===== src/rtl/bound_flasher_core.sv =====
// Bound flasher lamp sequencer. Steps a thermometer-coded lamp bar up and down
// between fixed bound points once per flick request. Flick at the low or high
// bound point while rising in S1/S3 reverses the bar (kickback). All outputs are
// registered, so there is no combinational path from flick to the lamps.
module bound_flasher_core #(
    parameter int LAMP_W = 16,
    parameter int P_LO   = 5,
    parameter int P_HI   = 10
) (
    input  logic              clk,
    input  logic              rst_n,
    input  logic              flick,
    output logic [LAMP_W-1:0] lamp,
    output logic              busy,
    output logic [3:0]        state
);

    localparam int CW = $clog2(LAMP_W + 1);

    typedef enum logic [3:0] {
        IDLE = 4'd0,
        S1   = 4'd1,
        S2   = 4'd2,
        S3   = 4'd3,
        S4   = 4'd4,
        S5   = 4'd5,
        S6   = 4'd6,
        KB1  = 4'd7,
        KB3  = 4'd8
    } state_t;

    state_t            r_state;
    state_t            w_state_nxt;
    logic [CW-1:0]     r_cnt;
    logic [CW-1:0]     w_cnt_nxt;
    logic [LAMP_W-1:0] r_lamp;
    logic              r_busy;
    logic              w_kick;

    // Rising states count up, everything else counts down.
    function automatic logic is_up(input state_t s);
        return (s == S1) || (s == S3) || (s == S5);
    endfunction

    // Count value at which each state hands over to its successor.
    function automatic logic [CW-1:0] target_of(input state_t s);
        case (s)
            S1:       return CW'(LAMP_W);
            S2, KB3:  return CW'(P_LO);
            S3:       return CW'(P_HI + 1);
            S5:       return CW'(P_LO + 1);
            default:  return '0;
        endcase
    endfunction

    // Successor once the target has been displayed for one cycle.
    function automatic state_t next_of(input state_t s);
        case (s)
            S1:      return S2;
            S2:      return S3;
            S3:      return S4;
            S4:      return S5;
            S5:      return S6;
            KB1:     return S1;
            KB3:     return S3;
            default: return IDLE;
        endcase
    endfunction

    // Thermometer decode: the c lowest lamps lit.
    function automatic logic [LAMP_W-1:0] thermo(input logic [CW-1:0] c);
        logic [LAMP_W-1:0] t;
        for (int i = 0; i < LAMP_W; i++) begin
            t[i] = (CW'(i) < c);
        end
        return t;
    endfunction

    // Kickback only applies while rising in S1/S3 at one of the two bound points.
    assign w_kick = flick && ((r_state == S1) || (r_state == S3)) &&
                    ((r_cnt == CW'(P_LO + 1)) || (r_cnt == CW'(P_HI + 1)));

    // Next state and count; priority is start, kickback, target reached, step.
    always_comb begin
        // NOTE: defaults first so every path assigns both signals and no latch is inferred.
        w_state_nxt = IDLE;
        w_cnt_nxt   = '0;
        case (r_state)
            IDLE: begin
                if (flick) begin
                    w_state_nxt = S1;
                    w_cnt_nxt   = CW'(1);
                end
            end
            S1, S2, S3, S4, S5, S6, KB1, KB3: begin
                if (w_kick) begin
                    w_state_nxt = (r_state == S1) ? KB1 : KB3;
                    w_cnt_nxt   = r_cnt - CW'(1);
                end else if (r_cnt == target_of(r_state)) begin
                    w_state_nxt = next_of(r_state);
                    if (next_of(r_state) != IDLE) begin
                        w_cnt_nxt = is_up(next_of(r_state)) ? r_cnt + CW'(1) : r_cnt - CW'(1);
                    end
                end else begin
                    w_state_nxt = r_state;
                    w_cnt_nxt   = is_up(r_state) ? r_cnt + CW'(1) : r_cnt - CW'(1);
                end
            end
            // Illegal encodings fall back to IDLE with the bar dark.
            default: ;
        endcase
    end

    // State, count and decoded outputs registered together under synchronous reset.
    always_ff @(posedge clk) begin
        // NOTE: non-blocking assignments so every register samples pre-edge values.
        if (!rst_n) begin
            r_state <= IDLE;
            r_cnt   <= '0;
            r_lamp  <= '0;
            r_busy  <= 1'b0;
        end else begin
            r_state <= w_state_nxt;
            r_cnt   <= w_cnt_nxt;
            r_lamp  <= thermo(w_cnt_nxt);
            r_busy  <= (w_state_nxt != IDLE);
        end
    end

    assign lamp  = r_lamp;
    assign busy  = r_busy;
    assign state = r_state;

endmodule


===== config.mk =====
export PLATFORM = sky130hd
export DESIGN_NAME = bound_flasher_core
export DESIGN_NICKNAME = d
export VERILOG_FILES = /design/src/rtl/bound_flasher_core.sv
export SDC_FILE = /design/constraint.sdc
export NUM_CORES = 1
export LEC_CHECK = 0
export ABC_CLOCK_PERIOD_IN_PS = 3900
export BUFFER_PORTS_ARGS = -buffer_cell sky130_fd_sc_hd__buf_4
export CAP_MARGIN = 0
export CORE_ASPECT_RATIO = 2
export CORE_MARGIN = 3
export CORE_UTILIZATION = 28
export DETAILED_ROUTE_END_ITERATION = 10
export PLACE_DENSITY = 0.5
export SLEW_MARGIN = 20
export SYNTH_ARGS = -nofsm -noshare
export SYNTH_HDL_FRONTEND = slang
export SYNTH_SLANG_ARGS = --single-unit
export TNS_END_PERCENT = 30

===== constraint.sdc =====
create_clock -name clk -period 3.9 [get_ports clk]
set_clock_uncertainty 0.05 [all_clocks]
set_input_delay 0 -clock clk [delete_from_list [all_inputs] [get_ports clk]]
set_output_delay 0 -clock clk [all_outputs]
set_load 0.03 [all_outputs]

==> out/qor.yml <==
logic_synthesis:
  synth_area_in_xor_xnor: 0.0329
  synthCells: 182
  netlist.top_cell.by_area: "sky130_fd_sc_hd__dfxtp_1"
  yosys.cell_types.count: 53
  synth-seq-area-share: 0.313
  synth_seq_cells: 25
  synth.top_cells.by_area: "sky130_fd_sc_hd__dfxtp_1 31%, sky130_fd_sc_hd__mux2i_1 3.8%, sky130_fd_sc_hd__nand3_1 2.8%"
  synthMuxAreaShare: 0.0517
  synth-adder-area-share: 0.0235
  synth_compound_area_frac: 0.275
  synthFlopType: "sky130_fd_sc_hd__dfxtp_1"
  synthArstFlopShare: 0
  syn-cell-area_um2: 1600
  synth_nets: 188
  synth.most_common_cell: "sky130_fd_sc_hd__dfxtp_1"
  synth_edf_count: 0
  synth_top_area_share: 0.313
  most_frequent_cells_after_synthesis: "25 x sky130_fd_sc_hd__dfxtp_1, 11 x sky130_fd_sc_hd__nand2_1, 9 x sky130_fd_sc_hd__nand3_1, 9 x sky130_fd_sc_hd__o21ai_0"
  syn_area_per_cell_um2: 8.78
  synthSimpleGateAreaFrac: 0.232
  yosysWarningCount: 0
  largest_family_of_logic_cells_by_synthesized_area: "compound AO/OA/AOI/OAI gates"
pwr:
  power_density_nw_per_um2: 565
  share_comb_of_total_power: 0.517
  relative_contribution_of_sequential_cells_to_total_power: 0.337
  share_clk_of_total_power: 0.146
  p_int_w: 0.000585
  power.switching_w: 0.000456
  cellLeakagePower_nw: 0.755
  power.ir.vdd_worst_mv: 0.360
  switching_share: 0.438
layout:
  drive_above_1_share: 0.223
  num-fill-cells: 553
  synthToLayoutAreaGrowth_pct: 15.3
  diodes: 0
  layout.cell_area.non_filler_um2: 1840
  fin_util: 0.337
  num-nets-final: 204
critical_path:
  path_max_fanout: 15
  path_delay_family: "compound AO/OA/AOI/OAI gates"
  start_kind: "register"
  timing.critical_path.arrival_ns: 3.37
  critical-path-max-stage-delay_ns: 0.50
  cp_cell_sequence: "buf_4 -> nor2_1 -> a21oi_1 -> or4_1 -> a311o_1 -> and3_1 -> a311oi_2 -> o22ai_2 -> o311a_1"
  crit_path_top_delay_cell: "sky130_fd_sc_hd__a311o_1"
  worstSetupEndpointType: "register"
  cp.required_ns: 4.01
  critPathKind: "register to register"
  ff2ff_path_depth: 9
  critical_path_depth: 9
  count_of_buffer_and_inverter_cells_on_the_critical_path: 1
routing:
  postRouteAntennaNets: 0
  drt_pass1_iterations: 4
  viasPerCell: 5.78
  drt_first_iter_violations: 46
  num_vias: 1485
  drt_drc_violations_left: 0
  routed_wl_um: 4410
  wire_per_inst_um: 17.1
clock_tree:
  cts-resized-gates: 0
  cts_tree: "yes"
  worst_skew_pair.late_latency_ns: 0.27
  cts.reportedPaths.clkPinSlew_ns: 0.09
  clk_root_buffer_cell: "sky130_fd_sc_hd__clkbuf_8"
  cts.repair_timing.setup_buffer_count: 0
  clock_tree.htree_level_count: 1
  cts-hold-fix-buffers: 1
  cts_buffer_depth: 2
  inserted_clock_buffers: 3
  clock-sinks: 25
timing:
  period_share: 0.837
  maxClockFrequency_mhz: 306
  timing_hold_violations_final: 0
  drv_slew: 0
  totalNegativeSetupSlack_ns: 0
  finalCriticalPeriod_ns: 3.26
  setup_viol: 0
  timing.slew.headroom: 0.588
  rsz0062_at_grt: "no"
  worst_slew_pin_slew_ns: 0.612
  worst_hold_slack_after_final_layout_ns: 0.144
global_routing:
  first_global_vias: 1452
  globalRouteTotalUtil: 0.139
  grt_antenna_before_repair: 0
  largest_net_degree_at_the_start_of_global_routing: 18
  overflow_left_after_global_routing: 0
  grt_first_pass_wirelength_um: 7230
worst_hold_path:
  hold_path.class: "input pin to register"
  min_path_cells: 4
outcome:
  outcome: "finished clean"
flow_run:
  timing.max_cap.violations: 0
floorplanning:
  row_count: 38
  io-pin-count: 24
  initial_core_util: 0.292
  design.core.area_um2: 5470
  die_area_um2: 6700
  die-height_um: 113
  die_w_um: 59.4
placement:
  portBuffers: 23
  gp_routability_congestion: 0.861
  postPlaceCellArea_um2: 1790
  post-dp-hpwl_um: 3480
-- cell families (layout without fill, tap and decap cells) --
group	Yosys count	after routing
simple gates	65	65
compound gates	52	52
flops	25	25
buf+inv	23	38
mux	8	8
xor+xnor	6	6
fa+ha+maj	3	3
-- cell usage in the layout (no fill, tap or decap), types with 4 or more instances in the layout --
cell,Yosys,layout
sky130_fd_sc_hd__buf_4,3,28
sky130_fd_sc_hd__mux2i_1,6,6
sky130_fd_sc_hd__o21ai_0,9,9
sky130_fd_sc_hd__nand2_1,11,11
sky130_fd_sc_hd__and2_1,5,5
sky130_fd_sc_hd__dfxtp_1,25,25
sky130_fd_sc_hd__nor2_1,8,8
sky130_fd_sc_hd__nor3_1,6,6
sky130_fd_sc_hd__xnor2_1,4,4
sky130_fd_sc_hd__nand3_1,9,9
sky130_fd_sc_hd__and3_1,4,4
sky130_fd_sc_hd__or4_1,4,4
sky130_fd_sc_hd__inv_1,5,5
sky130_fd_sc_hd__a21oi_1,6,6
-- stage by stage --
stage	power, W	worst slack [ns]	std cells
after CTS	0.00105	0.631	257
after global routing	0.00111	0.462	257
final	0.00104	0.636	257
after floorplan	0.000762	1.04	182
after detailed placement	0.000895	0.665	252
after global placement	0.000897	0.645	252
-- worst paths after layout --
kind	startpoint	endpoint	slack (ns)
max	state[1]$_SDFF_PN0_	lamp[8]$_SDFF_PN0_	0.64
min	flick	state[0]$_SDFF_PN0_	0.14
max reg2reg	state[1]$_SDFF_PN0_	lamp[8]$_SDFF_PN0_	0.64
min reg2reg	state[1]$_SDFF_PN0_	state[3]$_SDFF_PN0_	0.73
-- per-layer routing --
layer | vias up | wire (um) | part of all wire | GRT usage
met3 | 16 | 137 | 0.031 | 0.0194
met4 | 0 | 193 | 0.044 | 0.0953
met1 | 713 | 1470 | 0.33 | 0.131
met5 | - | 0 | 0 | 0
li1 | 712 | - | - | -
met2 | 44 | 2610 | 0.59 | 0.258
-- worst reg2reg max path, cell delays in order, from the launching register on --
cell and delay, ns:
sky130_fd_sc_hd__dfxtp_1 0.46, sky130_fd_sc_hd__buf_4 0.27, sky130_fd_sc_hd__nor2_1 0.21, sky130_fd_sc_hd__a21oi_1 0.06, sky130_fd_sc_hd__or4_1 0.45, sky130_fd_sc_hd__a311o_1 0.50, sky130_fd_sc_hd__and3_1 0.23, sky130_fd_sc_hd__a311oi_2 0.27
sky130_fd_sc_hd__o22ai_2 0.27, sky130_fd_sc_hd__o311a_1 0.40
-- layout make-up --
cell class                      count  area (um2)  area share
Multi-Input combinational cell    134         982       0.533
Inverter                            5        18.8      0.0102
Clock inverter                      1        5.00     0.00272
Tap cell                           60        75.1      0.0407
Sequential cell                    25         500       0.272
Clock buffer                        3        41.3      0.0224
Timing Repair Buffer               29         220       0.119
-- power groups by stage --
stage | Sequential [W] | Combinational (W) | Clock [W]
floorplan | 0.000426 | 0.000336 | 0
global placement | 0.000357 | 0.000540 | 0
detailed placement | 0.000356 | 0.000539 | 0
CTS | 0.000350 | 0.000542 | 0.000157
global route | 0.000356 | 0.000587 | 0.000166
finish | 0.000350 | 0.000539 | 0.000152
-- registers in the layout (all words and copies together), names as in the netlist --
name   cells
lamp      15
state      4
r_cnt      5
busy       1
No activity file was read; power rests on OpenSTA's default activity.
